<file path="src/rtl/matmul_result_stream_pkg.sv">
// rtl/matmul_result_stream_pkg.sv - shared FSM encoding and width/slice helpers for the result stream
package matmul_result_stream_pkg;

  typedef enum logic [1:0] {
    ST_IDLE  = 2'd0,
    ST_WRITE = 2'd1,
    ST_DONE  = 2'd2
  } state_e;

  function automatic int max_dim(input int bus_width, input int data_width);
    return bus_width / data_width;
  endfunction

  function automatic int elem_width(input int data_width);
    return 2 * data_width;
  endfunction

  // Bit offset of element (row, col) in a row-major packed square matrix.
  function automatic int elem_lsb(input int row, input int col, input int dim, input int ew);
    return (row * dim + col) * ew;
  endfunction

endpackage

</file>
<file path="src/rtl/matmul_bias_adder.sv">
// rtl/matmul_bias_adder.sv - element-wise signed bias add with overflow detect
// Saturates on overflow when MATMUL_RESULT_SATURATE_EN is defined, otherwise wraps.
module matmul_bias_adder #(
  parameter int ELEM_WIDTH = 16,
  parameter int NUM_ELEMS  = 4
) (
  input  logic                            add_en,
  input  logic [NUM_ELEMS*ELEM_WIDTH-1:0] a,
  input  logic [NUM_ELEMS*ELEM_WIDTH-1:0] b,
  output logic [NUM_ELEMS*ELEM_WIDTH-1:0] sum,
  output logic [NUM_ELEMS-1:0]            ovf
);

  for (genvar k = 0; k < NUM_ELEMS; k++) begin : g_elem
    logic [ELEM_WIDTH-1:0] av;
    logic [ELEM_WIDTH-1:0] bv;
    logic [ELEM_WIDTH-1:0] sv;

    assign av = a[k*ELEM_WIDTH +: ELEM_WIDTH];
    assign bv = add_en ? b[k*ELEM_WIDTH +: ELEM_WIDTH] : '0;
    assign sv = av + bv;
    // Same-sign addends whose sum flips sign have left the representable range.
    assign ovf[k] = (av[ELEM_WIDTH-1] == bv[ELEM_WIDTH-1]) && (sv[ELEM_WIDTH-1] != av[ELEM_WIDTH-1]);

`ifdef MATMUL_RESULT_SATURATE_EN
    assign sum[k*ELEM_WIDTH +: ELEM_WIDTH] = !ovf[k]          ? sv :
                                             av[ELEM_WIDTH-1] ? {1'b1, {(ELEM_WIDTH-1){1'b0}}} :
                                                                {1'b0, {(ELEM_WIDTH-1){1'b1}}};
`else
    assign sum[k*ELEM_WIDTH +: ELEM_WIDTH] = sv;
`endif
  end

endmodule

</file>
<file path="src/rtl/matmul_result_stream.sv">
// rtl/matmul_result_stream.sv - captures matmul result (+bias), streams rows to scratchpad
// Optional saturation of bias-add overflow via MATMUL_RESULT_SATURATE_EN.
module matmul_result_stream
  import matmul_result_stream_pkg::*;
#(
  parameter int  DATA_WIDTH    = 8,
  parameter int  BUS_WIDTH     = 16,
  parameter int  SP_ADDR_WIDTH = 8,
  localparam int MAX_DIM       = max_dim(BUS_WIDTH, DATA_WIDTH),
  localparam int EW            = elem_width(DATA_WIDTH),
  localparam int DIM_WIDTH     = $clog2(MAX_DIM) + 1,
  localparam int NE            = MAX_DIM * MAX_DIM
) (
  input  logic                     clk_i,
  input  logic                     rst_ni,
  input  logic                     mul_done_i,
  input  logic [NE*EW-1:0]         c_matrix_i,
  input  logic [NE-1:0]            c_flags_i,
  input  logic [NE*EW-1:0]         c_bias_i,
  input  logic                     mode_i,
  input  logic [DIM_WIDTH-1:0]     n_dim_i,
  input  logic [DIM_WIDTH-1:0]     m_dim_i,
  input  logic [SP_ADDR_WIDTH-1:0] sp_base_addr_i,
  input  logic                     sp_ready_i,
  output logic                     sp_we_o,
  output logic [SP_ADDR_WIDTH-1:0] sp_addr_o,
  output logic [MAX_DIM*EW-1:0]    sp_row_o,
  output logic [NE-1:0]            flags_o,
  output logic                     busy_o,
  output logic                     done_o,
  output logic                     overrun_o
);

  state_e                   state_q, state_d;
  logic [NE*EW-1:0]         res_q;
  logic [NE*EW-1:0]         sum;
  logic [NE-1:0]            flags_q;
  logic [NE-1:0]            add_ovf;
  logic [DIM_WIDTH-1:0]     n_q, m_q, row_q;
  logic [SP_ADDR_WIDTH-1:0] base_q;
  logic                     overrun_q;
  logic                     capture;
  logic                     accept;

  matmul_bias_adder #(
    .ELEM_WIDTH(EW),
    .NUM_ELEMS (NE)
  ) u_bias_adder (
    .add_en(mode_i),
    .a     (c_matrix_i),
    .b     (c_bias_i),
    .sum   (sum),
    .ovf   (add_ovf)
  );

  always_comb begin
    state_d = state_q;
    capture = 1'b0;
    accept  = 1'b0;
    unique case (state_q)
      ST_IDLE: begin
        if (mul_done_i) begin
          capture = 1'b1;
          // A zero dimension is illegal: report completion without writing anything.
          state_d = (n_dim_i == '0 || m_dim_i == '0) ? ST_DONE : ST_WRITE;
        end
      end
      ST_WRITE: begin
        if (sp_ready_i) begin
          accept = 1'b1;
          if (row_q == n_q - DIM_WIDTH'(1)) state_d = ST_DONE;
        end
      end
      ST_DONE: state_d = ST_IDLE;
      default: state_d = ST_IDLE;
    endcase
  end

  always_ff @(posedge clk_i or negedge rst_ni) begin
    if (!rst_ni) begin
      state_q   <= ST_IDLE;
      res_q     <= '0;
      flags_q   <= '0;
      n_q       <= '0;
      m_q       <= '0;
      row_q     <= '0;
      base_q    <= '0;
      overrun_q <= 1'b0;
    end else begin
      state_q   <= state_d;
      overrun_q <= mul_done_i && (state_q != ST_IDLE);
      if (capture) begin
        res_q   <= sum;
        flags_q <= c_flags_i | add_ovf;
        n_q     <= n_dim_i;
        m_q     <= m_dim_i;
        base_q  <= sp_base_addr_i;
        row_q   <= '0;
      end else if (accept) begin
        row_q <= row_q + DIM_WIDTH'(1);
      end
    end
  end

  always_comb begin
    sp_row_o = '0;
    if (state_q == ST_WRITE) begin
      for (int j = 0; j < MAX_DIM; j++) begin
        if (int'(row_q) < MAX_DIM && j < int'(m_q))
          sp_row_o[j*EW +: EW] = res_q[elem_lsb(int'(row_q), j, MAX_DIM, EW) +: EW];
      end
    end
  end

  assign sp_we_o   = (state_q == ST_WRITE);
  assign sp_addr_o = (state_q == ST_WRITE) ? base_q + SP_ADDR_WIDTH'(row_q) : '0;
  assign flags_o   = flags_q;
  assign busy_o    = (state_q != ST_IDLE);
  assign done_o    = (state_q == ST_DONE);
  assign overrun_o = overrun_q;

endmodule

</file>
<file path="config.mk">
export PLATFORM = sky130hd
export DESIGN_NAME = matmul_result_stream
export DESIGN_NICKNAME = d
export VERILOG_FILES = /design/src/rtl/matmul_result_stream_pkg.sv /design/src/rtl/matmul_bias_adder.sv /design/src/rtl/matmul_result_stream.sv
export SDC_FILE = /design/constraint.sdc
export NUM_CORES = 1
export LEC_CHECK = 0
export CORE_MARGIN = 4
export CORE_UTILIZATION = 50
export CTS_CLUSTER_DIAMETER = 120
export DETAILED_ROUTE_END_ITERATION = 7
export PLACE_DENSITY_LB_ADDON = 0.3
export SLEW_MARGIN = 20
export SYNTH_ARGS = -nofsm -noshare
export SYNTH_HDL_FRONTEND = slang
export SYNTH_SLANG_ARGS = --single-unit
</file>
<file path="constraint.sdc">
create_clock -name clk_i -period 4.1 [get_ports clk_i]
set_clock_uncertainty 0.05 [all_clocks]
set_input_delay 1.025 -clock clk_i [delete_from_list [all_inputs] [get_ports clk_i]]
set_output_delay 1.025 -clock clk_i [all_outputs]
set_load 0.1 [all_outputs]
</file>
# Yosys cells after proc, flatten, opt, wreduce, memory -nomap -nowiden
# Index checks and enable logic that the tools add are counted.
# totals
register_bits,85
# op_classes
addsub,8
n_lt_le_gt_ge,3
n_eq_ne,14
n_shift,2
muxes,19
bitwise,1
reduce_logical,14
# op_table
op,n
2-to-1 mux 16 bit,6
adder 16 bit,4
indexed part select 64 x 8 -> 16 bit,1
indexed part select 64 x 9 -> 16 bit,1
2-to-1 mux 32 bit,1
2-to-1 mux 2 bit,6
adder 8 x 2 -> 8 bit,1
2-to-1 mux 8 bit,1
logical AND 1 bit,7
logical NOT 2 bit,3
adder 3 x 1 -> 4 bit (second input constant),1
== test 1 bit,4
< comparator 1 x 2 -> 1 bit (first input constant),2
2-to-1 mux 1 bit,4
inequality test 1 bit,4
inequality test 2 bit (second input constant),2
bitwise OR 4 bit,1
one-hot mux 2 bit (2 select lines),1
nonzero test 2 bit,2
AND reduction 3 bit,1
adder 2 x 1 -> 2 bit (second input constant),1
== test 2 x 1 -> 1 bit (second input constant),1
== test 2 bit,1
== test 2 bit (second input constant),1
4 further kinds,4

# Logic depth before layout (Yosys ltp)
# logic_depth
depth_word,5
depth_mapped,11
depth_no_buf,9

# By module
# Synthesis repeated with hierarchy kept, for this count alone.
# hier_totals
cells_unflattened,811
area_unflattened_um2,7549.7
# modules_own_cells
mod,n_inst,cells_each,area_each_um2,seq_area_each_um2
matmul_result_stream,1,311,3943.8,2127.0
matmul_bias_adder,1,500,3606.0,0.0

# Least setup slack after synthesis
# Ideal clock, no wire load.
# synth_path
path_type,reg-to-output
startpoint,reg row_q[1]
endpoint,out sp_addr_o[5]
arrival_time_ns,2.703
slack_ns,0.322
path_stages_with_launch,6
cell_sequence,dfrtp_1 -> ha_1 -> a21o_1 -> nand2_1 -> or3_1 -> a21oi_1
# synth_via
elab_chain_len,2
# synth_lines
item,line,rtl
"start, declared",matmul_result_stream.sv:39,"logic [DIM_WIDTH-1:0] n_q, m_q, row_q;"
"start signal, assigned",matmul_result_stream.sv:100,row_q <= row_q + DIM_WIDTH'(1);
adder 8 x 2 -> 8 bit,matmul_result_stream.sv:116,assign sp_addr_o = (state_q == ST_WRITE) ? base_q + SP_ADDR_WIDTH'(row_q) : '0;
2-to-1 mux 8 bit,matmul_result_stream.sv:116,
"end, declared",matmul_result_stream.sv:26,"output logic [SP_ADDR_WIDTH-1:0] sp_addr_o,"
# Every way passes these cells.

# Worst setup path in the final report
# layout_path
startpoint,in c_bias_i[48]
endpoint,reg res_q[60]
# layout_via
elab_chain_len,2
# layout_lines
item,line,rtl
"start, declared",matmul_result_stream.sv:19,"input logic [NE*EW-1:0] c_bias_i,"
2-to-1 mux 16 bit,matmul_bias_adder.sv:20,assign bv = add_en ? b[k*ELEM_WIDTH +: ELEM_WIDTH] : '0;
adder 16 bit,matmul_bias_adder.sv:21,assign sv = av + bv;
"end signal, assigned",matmul_result_stream.sv:93,res_q <= sum;
"end, declared",matmul_result_stream.sv:35,logic [NE*EW-1:0] res_q;
# Every way passes these cells.
# A chain may end at the register's enable or synchronous reset.

==> impl_metrics.py <==
metrics = {
    "yosys": {
        "synth_top_cell_by_area": "dfrtp_1",
        "ys.flop_type": "dfrtp_1",
        "ys_ff_latch": 85,
        "async_flop_share_pct": 100,
        "synth_xor_area_share_pct": 7.34,
        "yosysWarnings": 0,
        "yosys-top-cells-area": "dfrtp_1 (30%), ha_1 (11%), nand2_1 (8.0%)",
        "syn_inst": 862,
        "synth_mux_area_share_pct": 4.98,
        "yosysSeqAreaShare_pct": 30.2,
        "syn-num-nets": 1078,
        "yosys.area_share.adder_pct": 12.4,
        "avgSynthCellArea_um2": 8.17,
        "synth_simple_gate_area_share_pct": 22.9,
        "synth_cell_types": 57,
        "synth_top_family_by_area": "simple AND/OR/NAND/NOR gates",
        "synth_edf_count": 0,
        "yosysTopAreaCellShare_pct": 30.2,
        "synth_compound_area_share_pct": 19.7,
        "synth_area_um2": 7040,
    },
    "worst_setup_path": {
        "start_kind": "primary input",
        "cp_top_family": "compound AO/OA/AOI/OAI gates",
        "cp-end-kind": "flop",
        "regToRegSetupSlack_ns": 1.99,
        "crit_fanout": 4,
        "reg2regPathDepth": 5,
        "critical_path_buf_inv_count": 1,
        "arrival_ns": 3.72,
        "reg2reg_from": "state_q[0]$_DFFE_PN0P_",
        "worst_path_max_delay_cell": "clkdlybuf4s50_1",
        "cp_slowest_stage_delay_ns": 0.50,
        "cp_cell_sequence": "clkdlybuf4s50_1 > and2_1 > ha_1 > fa_1 > a21o_1 > a21boi_0 > o311ai_0 > a31oi_1 > xor2_1 > o21ai_0",
        "cp.required_ns": 4.26,
        "crit_type": "primary input to flop",
        "reg2reg_to": "flags_o[3]$_DFFE_PN0P_",
    },
    "pwr": {
        "worst_ir_drop_vdd_uv": 474,
        "netSwitchingPower_mw": 2.80,
        "intPower_mw": 2.70,
        "comb_power_share_pct": 57.7,
        "p_seq_share_pct": 27.4,
        "clock_power_share_pct": 14.9,
        "power_density_nw_per_um2": 585,
        "leakagePower_nw": 4.28,
        "p_sw_share_pct": 50.9,
    },
    "timing": {
        "period_minus_slack_ns": 3.56,
        "rsz0062_at_grt": "false",
        "drv_slew": 0,
        "max-slew-margin-rel_pct": 31.1,
        "finalHoldViolations": 0,
        "timing.final.crit_share_pct": 86.9,
        "max_freq_mhz": 281,
        "tightest_slew_ns": 1.03,
        "layout_setup_ws_ns": 0.538,
        "setup_violations": 0,
        "fin_setup_tns_ns": 0,
    },
    "floorplanning": {
        "initial_core_util_pct": 50.9,
        "die_y_um": 127,
        "coreArea_um2": 13800,
        "die_w_um": 127,
        "rows": 43,
        "ios": 197,
        "die_area_um2": 16000,
    },
    "cts": {
        "cts_sinks": 85,
        "clock_latency_ns": 0.33,
        "cts_buffers": 9,
        "htreeDepth": 3,
        "post_cts_buffers": 0,
        "clk_pin_slew_ns": 0.06,
        "cts_resized": 0,
        "ctsLongestPathBuffers": 2,
        "cts_root_buffer": "clkbuf_16",
        "cts_hold_buf": 0,
        "cts_tree": "yes",
    },
    "final_layout": {
        "final_common_cell": "clkdlybuf4s50_1",
        "drive_above_1_share_pct": 7.90,
        "diodes": 0,
        "layout_common_cells": "clkdlybuf4s50_1 (153), nand2_1 (150), dfrtp_1 (84)",
        "finalInstanceArea_um2": 9410,
        "syn_to_final_growth_pct": 33.6,
        "fin_nets": 1262,
    },
    "route": {
        "vias": 6681,
        "wl_per_cell_um": 15.1,
        "routed_wl_mm": 18.5,
        "drc": 0,
        "drt_iter0_markers": 421,
        "firstDrtPassIters": 5,
        "ant_nets": 0,
        "vias_per_cell": 5.43,
    },
    "hold_path": {
        "hold_path_class": "flop to flop",
        "worstHoldPathCells": 1,
        "hold_end": "state_q[1]$_DFFE_PN0P_",
        "hold_path.startpoint": "state_q[1]$_DFFE_PN0P_",
    },
    "run": {
        "drv_cap": 0,
    },
    "global_routing": {
        "overflow": 0,
        "antenna_found_initial": 0,
        "grt_pass1_wl_mm": 29.7,
        "grt_use_total_pct": 22.3,
        "grt_max_degree": 73,
        "grt_pass1_vias": 6233,
    },
    "place": {
        "routabilityCongestion": 0.884,
        "hpwl_mm": 14.6,
        "place_area_um2": 9100,
        "port_buffers": 196,
        "pre_cts_ws_ns": 0.188,
    },
    "status": {
        "status": "finished clean",
    },
}
-- per-stage QoR --
step,std cells,power [mW],utilization (%),hold WS [ns]
after floorplan,862,3.88,-,0.381
after global placement,1215,4.64,65.8,0.403
after detailed placement,1215,4.70,65.8,0.401
after CTS,1230,5.53,68.0,0.409
after global routing,1230,5.85,68.0,0.438
final,1230,5.50,68.0,0.409
-- power by group through the flow --
stage                     logic, mW  registers [mW]  clock network, mW
after floorplan                2.29            1.59                  0
after global placement         3.14            1.50                  0
after detailed placement       3.18            1.52                  0
after CTS                      3.19            1.51              0.833
after global routing           3.42            1.56              0.869
final                          3.18            1.51              0.819
-- logic make-up after synthesis --
family / Yosys count
AO/OA/AOI/OAI: 225
multiplexers: 35
flip-flops: 85
adder cells (fa/ha/maj): 67
AND/OR/NAND/NOR: 345
XOR/XNOR: 59
buffers and inverters: 46
-- Yosys cell counts (all sizes together) (2+ instances only) --
library cell,number
a2111oi,4
a211oi,10
a31oi,10
a21boi,6
mux2i,35
o22ai,5
and3,3
dfrtp,85
fa,5
nand4,9
nor3b,4
inv,13
or4,2
or4b,2
o21ai,79
a21o,21
or2,4
a21oi,60
o211ai,7
o21bai,6
xor2,30
clkbuf,28
and2,68
xnor2,29
ha,62
o311ai,2
a22oi,2
nand2,151
nand3b,3
nand3,13
nor2,65
nor3,11
buf,5
o31ai,3
nor2b,2
or3,4
-- cell type report --
class,count,area (um2)
multi-input cells,731,4750
fillers,1167,4420
flip-flops and latches,85,2130
repair buffers,206,1950
clock buffers,11,253
well taps,180,225
inverters,13,48.8
clock inverters,4,47.5
-- worst max-delay path by stage --
stage	depth (start not counted)	endpoint	slack, ns	start
floorplan	5	sp_addr_o[5]	0.32	row_q[1]$_DFFE_PN0P_
detailed placement	10	res_q[60]$_DFFE_PN0P_	0.19	c_bias_i[48]
global route	10	res_q[60]$_DFFE_PN0P_	0.37	c_bias_i[48]
finish	10	res_q[60]$_DFFE_PN0P_	0.54	c_bias_i[48]
CTS	10	res_q[60]$_DFFE_PN0P_	0.54	c_bias_i[48]
global placement	10	res_q[60]$_DFFE_PN0P_	0.27	c_bias_i[48]
-- metal layers --
layer  vias to the layer above  GRT usage, %  wire length [um]
met5                         -             0                 0
met4                         0          6.88               296
met3                        20          3.62              1160
met2                       214          34.7              8280
met1                      3050          32.1              8790
li1                       3397             -                 -
-- registers in the layout, indices dropped and copies added, names as in the netlist --
| name | cells |
|---|---|
| base_q | 8 |
| flags_o | 4 |
| m_q | 2 |
| n_q | 2 |
| overrun_o | 1 |
| res_q | 64 |
| row_q | 2 |
| state_q | 2 |
-- worst reg2reg max path, stage by stage, from the launching register on --
cell and delay, ns:
dfrtp_1 0.42, nor2_1 0.32, and2_1 0.75, buf_4 0.32, nor2_1 0.06, a31oi_1 0.14
Power figures use the tool's default switching activity.
